$ cat src/rtl/booth_pp_accumulator.sv
// Radix-4 Booth digit consumer: decodes {single,double,neg} digits against a latched multiplicand
// and accumulates the signed 2*WIDTH product. Optional illegal-digit flag under BOOTH_DIGIT_CHECK_EN.
module booth_pp_accumulator #(
   parameter int WIDTH = 8
) (
   input  logic               clk,
   input  logic               rst_n,
   input  logic               start,
   input  logic [WIDTH-1:0]   multiplicand,
   input  logic               digit_valid,
   output logic               digit_ready,
   input  logic               single,
   input  logic               double,
   input  logic               neg,
   output logic [2*WIDTH-1:0] product,
   output logic               product_valid,
   input  logic               product_ack,
   output logic               busy
`ifdef BOOTH_DIGIT_CHECK_EN
   ,
   output logic               digit_err
`endif
);

   localparam int NDIG  = WIDTH / 2;
   localparam int PW    = 2 * WIDTH;
   localparam int CNT_W = $clog2(NDIG + 1);
   localparam logic [CNT_W-1:0] LAST_DIG = CNT_W'(NDIG - 1);

   typedef enum logic [1:0] {IDLE, ACCUM, DONE} state_t;

   state_t                   state_q, state_d;
   logic signed [WIDTH-1:0]  m_q, m_d;
   logic signed [PW-1:0]     acc_q, acc_d;
   logic [CNT_W-1:0]         cnt_q, cnt_d;
   logic                     err_q, err_d;
   logic                     digit_accept;

   // Partial product at WIDTH+2 bits, sign-extended to PW and weighted by 4^idx.
   // A digit with both single and double set selects no magnitude and contributes 0.
   function automatic logic signed [PW-1:0] pp_term(
      input logic signed [WIDTH-1:0] m,
      input logic                    s,
      input logic                    d,
      input logic                    n,
      input logic [CNT_W-1:0]        idx
   );
      logic signed [WIDTH+1:0] mag;
      logic signed [WIDTH+1:0] pp;
      logic [PW-1:0]           ext;
      mag = '0;
      if (s && !d)
         mag = {{2{m[WIDTH-1]}}, m};
      else if (d && !s)
         mag = {m[WIDTH-1], m, 1'b0};
      pp  = n ? -mag : mag;
      ext = {{(PW-WIDTH-2){pp[WIDTH+1]}}, pp};
      return ext << {idx, 1'b0};
   endfunction

   assign digit_accept = digit_valid && (state_q == ACCUM);

   always_ff @(posedge clk or negedge rst_n) begin
      if (!rst_n) begin
         state_q <= IDLE;
         m_q     <= '0;
         acc_q   <= '0;
         cnt_q   <= '0;
         err_q   <= 1'b0;
      end else begin
         state_q <= state_d;
         m_q     <= m_d;
         acc_q   <= acc_d;
         cnt_q   <= cnt_d;
         err_q   <= err_d;
      end
   end

   always_comb begin
      state_d       = state_q;
      m_d           = m_q;
      acc_d         = acc_q;
      cnt_d         = cnt_q;
      err_d         = err_q;
      digit_ready   = 1'b0;
      product_valid = 1'b0;
      busy          = 1'b0;
      case (state_q)
         IDLE: begin
            if (start) begin
               m_d     = multiplicand;
               acc_d   = '0;
               cnt_d   = '0;
               err_d   = 1'b0;
               state_d = ACCUM;
            end
         end
         ACCUM: begin
            digit_ready = 1'b1;
            busy        = 1'b1;
            if (digit_accept) begin
               acc_d = acc_q + pp_term(m_q, single, double, neg, cnt_q);
               cnt_d = cnt_q + 1'b1;
               if (single && double)
                  err_d = 1'b1;
               if (cnt_q == LAST_DIG)
                  state_d = DONE;
            end
         end
         DONE: begin
            product_valid = 1'b1;
            busy          = 1'b1;
            if (product_ack)
               state_d = IDLE;
         end
         default: state_d = IDLE;
      endcase
   end

   assign product = acc_q;

`ifdef BOOTH_DIGIT_CHECK_EN
   assign digit_err = err_q;
`else
   // Error tracking is folded away when the check port is absent.
   logic unused_err;
   assign unused_err = err_q;
`endif

endmodule

$ cat config.mk
export PLATFORM = sky130hd
export DESIGN_NAME = booth_pp_accumulator
export DESIGN_NICKNAME = d
export VERILOG_FILES = /design/src/rtl/booth_pp_accumulator.sv
export SDC_FILE = /design/constraint.sdc
export NUM_CORES = 1
export LEC_CHECK = 0
export CAP_MARGIN = 25
export CORE_ASPECT_RATIO = 1.2
export CORE_MARGIN = 3
export CORE_UTILIZATION = 48
export DETAILED_ROUTE_END_ITERATION = 12
export PLACE_DENSITY = 0.74
export SLEW_MARGIN = 25
export SYNTH_ARGS = -nofsm -noshare
export SYNTH_HDL_FRONTEND = slang
export SYNTH_SLANG_ARGS = --single-unit
$ cat constraint.sdc
create_clock -name clk -period 3.6 [get_ports clk]
set_clock_uncertainty 0.2 [all_clocks]
set_input_delay 0.54 -clock clk [delete_from_list [all_inputs] [get_ports clk]]
set_output_delay 0.54 -clock clk [all_outputs]
set_load 0.03 [all_outputs]
==> impl_metrics.toml, run 1 <==
[placement]
port_buffers = 34
placed_cell_area_mm2 = 0.00361
dp_hpwl_mm = 5.78
place_congestion = 0.954
post-place-cells = 483

[yosys]
synthCells = 331
synth_nets = 371
yosysWarnings = 0
ys_seq_area_frac = 0.270
synthArstFlopShare = 1.00
synth.distinct_cells = 55
synth_edf_count = 0
synth_area_mm2 = 0.00269
synthFlopType = "dfrtp_1"
synth_seq_cells = 29
syn_avg_cell_area_um2 = 8.13

[run_status]
violations = "negative setup slack"
status = "finished with violations"

[critical_path]
rr_startpoint = "m_q[1]"
crit_slowest_cell = "dfrtp_1"
arrival_ns = 3.90
critPathMaxFanout = 5
worstPathRequired_ns = 3.57
start_kind = "flip-flop"
path_class = "flip-flop to flip-flop"
path_cells = "nor3_2, o22ai_4, o31a_1, a211oi_1, a21o_1, o21ai_0, o22ai_2, ha_1, a21oi_1, nand2_1, a21oi_2, nor2b_1, a311oi_4, buf_4, xor2_1, o21ai_1"
path_delay_family = "compound AO/OA/AOI/OAI gates"
reg2reg_depth = 16
r2r_slack_ns = -0.34
r2r-end = "product[12]"
cp-end-kind = "flip-flop"
worst_path_largest_cell_delay_ns = 0.45
critical_path_buf_inv_count = 1

[die]
floorplan.die.height_um = 88.0
io_pins = 35
start_util = 0.501
core.rowCount = 29
core_mm2 = 0.00537
dieArea_mm2 = 0.00654
die_x_um = 74.3

[hold_path]
holdCritStartpoint = "product[5]"
worstHoldEndpoint = "product[5]"
hold_depth = 2
hold_path_class = "flip-flop to flip-flop"

[global_routing]
grt_max_degree = 30
grt_overflow = 0
grt_pass1_wl_mm = 13.2
antenna_found_initial = 0
grt_pass1_vias = 2845
track_usage = 0.255

[timing]
maxSlewViolCount = 0
fmax_mhz = 254
period_minus_slack_ns = 3.94
fin_crit_sh = 1.09
worst_pin_slew_ns = 0.424
hold_viol_final = 0
slew_headroom = 0.714
rsz0062_at_grt = "yes"
fin_ws_ns = -0.338
tns_ns = -1.22
finalSetupViolCount = 6
hold-worst-slack_ns = 0.332

[detailed_routing]
via_per_inst = 5.88
routedWlPerCell_um = 17.5
vias = 2977
first_pass_iters = 4
drt_iter0_markers = 192
drc = 0
drtAntennaViolNets = 0
drt_wl_total_mm = 8.85

[clock_tree]
clkTransAtPathRegs_ns = 0.07
root_buffer = "clkbuf_8"
cts_sinks = 29
htreeDepth = 2
postCtsHoldBufs = 0
clock_latency_ns = 0.29
cts_tree = "done"
clk_path_buf_depth = 2
cts_buffers = 5

[power]
leakagePower_nw = 1.89
vdd.ir_drop.worst_uv = 695
p_per_area_mw_per_mm2 = 1000

[layout]
area_delta_synth_final_pct = 56.0
drive_above_1_share = 0.378
stdcell_count = 506
fin_util = 0.781
final_net_count = 483
fin_area_mm2 = 0.00420
antenna_cells = 0

[flow_run]
drv_cap = 0
-- placed cells by master, fill, tap and decap left out, types with 7 or more instances in the layout --
cell type and count:
nor3_2 7, buf_4 82, a21oi_1 20, ha_1 20, nand3_1 9, o21ai_1 14
xnor2_1 7, clkdlybuf4s50_1 32, inv_1 9, dfrtp_1 29, nor2_1 24, nand2_1 38
o21ai_0 14, mux2_2 11
-- cell usage after synthesis (2+ instances only) --
master / number / area [um^2]
a211oi_1: 5 / 37.5
a21o_1: 5 / 37.5
a21oi_1: 27 / 135
a221oi_1: 2 / 17.5
a22o_1: 7 / 61.3
a22oi_1: 3 / 22.5
a22oi_2: 3 / 37.5
and3_1: 2 / 12.5
clkbuf_1: 12 / 45.0
clkinv_1: 2 / 7.51
dfrtp_1: 29 / 726
ha_1: 23 / 288
inv_1: 10 / 37.5
mux2_2: 12 / 135
mux2i_1: 3 / 30.0
nand2_1: 40 / 150
nand2b_1: 4 / 25.0
nand3_1: 10 / 50.1
nor2_1: 28 / 105
nor2b_1: 2 / 12.5
nor3_1: 11 / 55.1
nor4_1: 2 / 12.5
o211ai_1: 4 / 30.0
o21ai_0: 28 / 140
o21bai_1: 4 / 30.0
o22ai_1: 5 / 31.3
o22ai_2: 2 / 25.0
o31a_1: 3 / 26.3
o31ai_1: 4 / 30.0
xnor2_1: 9 / 78.8
xor2_1: 6 / 52.6
-- registers in the layout (all words and copies together) (netlist names) --
name / cells
m_q: 8
cnt_q: 3
state_q: 2
product: 16
-- stage by stage --
step / total power [mW] / worst slack, ns
after floorplan: 2.18 / -0.254
after global placement: 3.16 / -0.824
after detailed placement: 3.24 / -0.929
after CTS: 3.73 / -0.346
after global routing: 4.47 / -0.437
final: 4.21 / -0.338
-- cell families (layout without fill, tap and decap cells) --
family,after synthesis,after routing,synth area share
AOI/OAI and AO/OA,116,116,0.291
and+or+nand+nor,104,104,0.171
DFF,29,29,0.270
buffers and inverters,28,141,0.0437
adders and majority gates,24,24,0.114
xor gates and xnor gates,15,15,0.0488
muxes,15,15,0.0614
-- worst reg2reg max path: cells and delay by family, from the launching register on --
family,cells,cell delay (ns)
AO/OA/AOI/OAI,10,2.05
XOR/XNOR,1,0.15
adder cells (fa/ha/maj),1,0.30
buffers and inverters,1,0.17
flip-flops,1,0.45
AND/OR/NAND/NOR,3,0.50
-- area by class of cell --
type                            instances  area [um^2]
Clock buffer                            6         82.6
Fill cell                             353         1170
Timing Repair Buffer                  121         1020
Tap cell                               62         77.6
Inverter                               12         45.0
Multi-Input combinational cell        274         2200
Sequential cell                        29          726
Clock inverter                          2         37.5
-- worst max-delay path by stage --
stage | cells after the start | endpoint | startpoint | slack (ns)
6_report | 16 | product[12] | m_q[1] | -0.34
5_1_grt | 21 | product[15] | single | -0.44
4_1_cts | 17 | product[15] | double | -0.35
3_5_place_dp | 18 | product[15] | double | -0.93
3_3_place_gp | 19 | product[15] | double | -0.82
2_1_floorplan | 18 | product[15] | double | -0.25
-- layer usage --
layer / GRT usage / routed length, um / part of all wire
met3: 0.0390 / 315 / 0.036
met4: 0.0906 / 260 / 0.029
met5: 0 / 0 / 0
met2: 0.438 / 4580 / 0.52
met1: 0.323 / 3700 / 0.42
-- repair_timing --
item | CTS | global route
resized for setup | 30 | 59
pin swaps | 27 | 38
cloned | 0 | 0
endpoints found under the setup margin | 10 | 10
setup buffers | 8 | 8
hold endpoints to repair | 0 | 0
-- power by group --
part           total (mW)  internal, mW  switching [mW]
sequential          0.632         0.458           0.174
combinational        3.22          1.55            1.67
clock               0.366         0.225           0.141
Note: power is estimated with default switching activity, not from simulation.
==> run 2, diff against run 1 <==
--- a/config.mk
+++ b/config.mk
@@ -7,7 +7,7 @@
 export LEC_CHECK = 0
 export CAP_MARGIN = 25
 export CORE_ASPECT_RATIO = 1.2
-export CORE_MARGIN = 3
+export CORE_MARGIN = 5
 export CORE_UTILIZATION = 48
 export DETAILED_ROUTE_END_ITERATION = 12
 export PLACE_DENSITY = 0.74
==> run 2 against run 1 <==
The run still ends with negative setup slack left; combinational power decreased by 1%; global-route usage is 2.6 points lower; cell area fell by 2.9%; hold slack worse by 0.0024 ns; critical path type is now input port to flip-flop; highest routed layer unchanged.
==> impl_metrics.toml, run 2 (same netlist as run 1, synthesis figures left out) <==
[layout]
fill_cells = 375
area_delta_synth_final_pct = 51.4
drive_above_1_share = 0.370
layout_commonest_cell = "buf_4"
antenna_cells = 0
largest_reg_flops = 16
stdcell_count = 508
fin_area_mm2 = 0.00407
final_net_count = 485
final_cell_mix = "88 x buf_4, 37 x nand2_1, 32 x clkdlybuf4s50_1, 29 x dfrtp_1, 24 x nor2_1"

[global_routing]
grt_overflow = 0
grt_pass1_wl_mm = 13.5
grt_max_degree = 30
antenna_found_initial = 0
track_usage = 0.229
grt_pass1_vias = 2910

[placement]
dp_hpwl_mm = 5.87
pre_cts_slack_ns = -0.968
port_buffers = 34
post-place-cells = 482
placed_cell_area_mm2 = 0.00360
place_congestion = 0.913

[die]
dieArea_mm2 = 0.00721
die_x_um = 78.3
start_util = 0.501
floorplan.die.height_um = 92.0
io_pins = 35
core_mm2 = 0.00537
core.rowCount = 29

[clock_tree]
cts_sinks = 29
clkTransAtPathRegs_ns = 0.07
cts_buffers = 5
cts_tree = "done"
htreeDepth = 2
root_buffer = "clkbuf_8"
postCtsHoldBufs = 0
clk_path_buf_depth = 2
clock_latency_ns = 0.29

[timing]
rsz0062_at_grt = "yes"
fmax_mhz = 257
period_minus_slack_ns = 3.89
maxSlewViolCount = 0
fin_ws_ns = -0.287
worst_pin_slew_ns = 0.415
hold_viol_final = 0
slew_headroom = 0.723
fin_crit_sh = 1.08
finalSetupViolCount = 7

[power]
p_per_area_mw_per_mm2 = 1010
vdd.ir_drop.worst_uv = 717
leakagePower_nw = 1.86

[critical_path]
crit_path_end = "product[15]"
rr_startpoint = "m_q[0]"
critPathLaunch = "double"
r2r_slack_ns = -0.24
r2r-end = "product[15]"
reg2reg_depth = 19
worstPathRequired_ns = 3.59
worst_path_largest_cell_delay_ns = 0.26
arrival_ns = 3.87
path_class = "input port to flip-flop"
cp-end-kind = "flip-flop"
start_kind = "input port"
critPathMaxFanout = 4
crit_top_cell = "buf_4"
crit_slowest_cell = "and2b_2"
path_cells = "buf_6, and2b_2, buf_6, nand2_4, ha_4, and2_4, a31o_1, a211oi_2, buf_4, buf_4, nor2_1, nor2_1, o22ai_1, ha_1, a21oi_2, o21bai_1, a21oi_1, o31a_1, buf_4, nor4_4, o21ai_1, a21bo_1"

[detailed_routing]
first_pass_iters = 5
vias = 2992
drt_iter0_markers = 195
via_per_inst = 5.89
drc = 0
drt_wl_total_mm = 9.07
routedWlPerCell_um = 17.9
drtAntennaViolNets = 0

[run_status]
violations = "negative setup slack"
status = "finished with violations"

[hold_path]
hold_depth = 2
hold_path_class = "flip-flop to flip-flop"

[flow_run]
drv_cap = 0
-- run 2: cell count changes in the layout (fill, tap and decap cells not counted), sizes merged --
cell	before	now
bufinv	1	0
buf	89	91
clkinv	2	4
clkinvlp	1	0
-- run 2: power breakdown --
part           switching, mW  leakage [nW]  internal, mW  total [mW]
Clock                  0.145        0.0512         0.155       0.300
Sequential             0.162         0.372         0.458       0.620
Combinational           1.63          1.43          1.55        3.18
-- run 2: area by class of cell --
class / instances / area (um^2) / area share
clock buffer: 6 / 82.6 / 0.0203
sequential: 29 / 726 / 0.178
multi-input combinational: 274 / 2110 / 0.519
clock inverter: 2 / 13.8 / 0.00338
tap: 62 / 77.6 / 0.0190
timing repair buffer: 123 / 1010 / 0.249
inverter: 12 / 45.0 / 0.0111
-- run 2: routing by layer --
metal | up-vias | part of all wire | global-route usage
li1 | 1442 | - | -
met1 | 1438 | 0.41 | 0.277
met2 | 90 | 0.53 | 0.411
met3 | 22 | 0.039 | 0.0304
met4 | 0 | 0.022 | 0.0860
met5 | - | 0 | 0
-- run 2: critical path, delay by kind of cell --
family	cells	cell delay, ns
buffers and inverters	5	0.63
adder cells (fa/ha/maj)	2	0.50
AND/OR/NAND/NOR	6	0.69
AO/OA/AOI/OAI	9	1.52
-- run 2: repair_timing --
item                       4_1_cts  5_1_grt
setup endpoints to repair       10       10
pin swaps                       25       30
resized for setup               30       37
hold endpoints to repair         0        0
setup buffers                   11        7
-- run 2: worst min-delay path by stage --
stage | from | endpoint | slack [ns]
after CTS | product[7] | product[7] | 0.33
after global placement | product[7] | product[7] | 0.30
final | product[7] | product[7] | 0.33
after global routing | product[15] | product[15] | 0.34
after floorplan | rst_n | cnt_q[0] | 0.04
after detailed placement | product[7] | product[7] | 0.31
-- run 2: per-stage QoR --
stage / util / total power, mW / setup TNS (ns) / hold WS [ns]
floorplan: - / 2.18 / -0.536 / 0.0444
global placement: 0.670 / 3.18 / -6.88 / 0.300
detailed placement: 0.670 / 3.25 / -7.73 / 0.310
CTS: 0.717 / 3.74 / -0.640 / 0.325
global route: 0.758 / 4.38 / -2.05 / 0.344
finish: 0.758 / 4.10 / -0.771 / 0.329
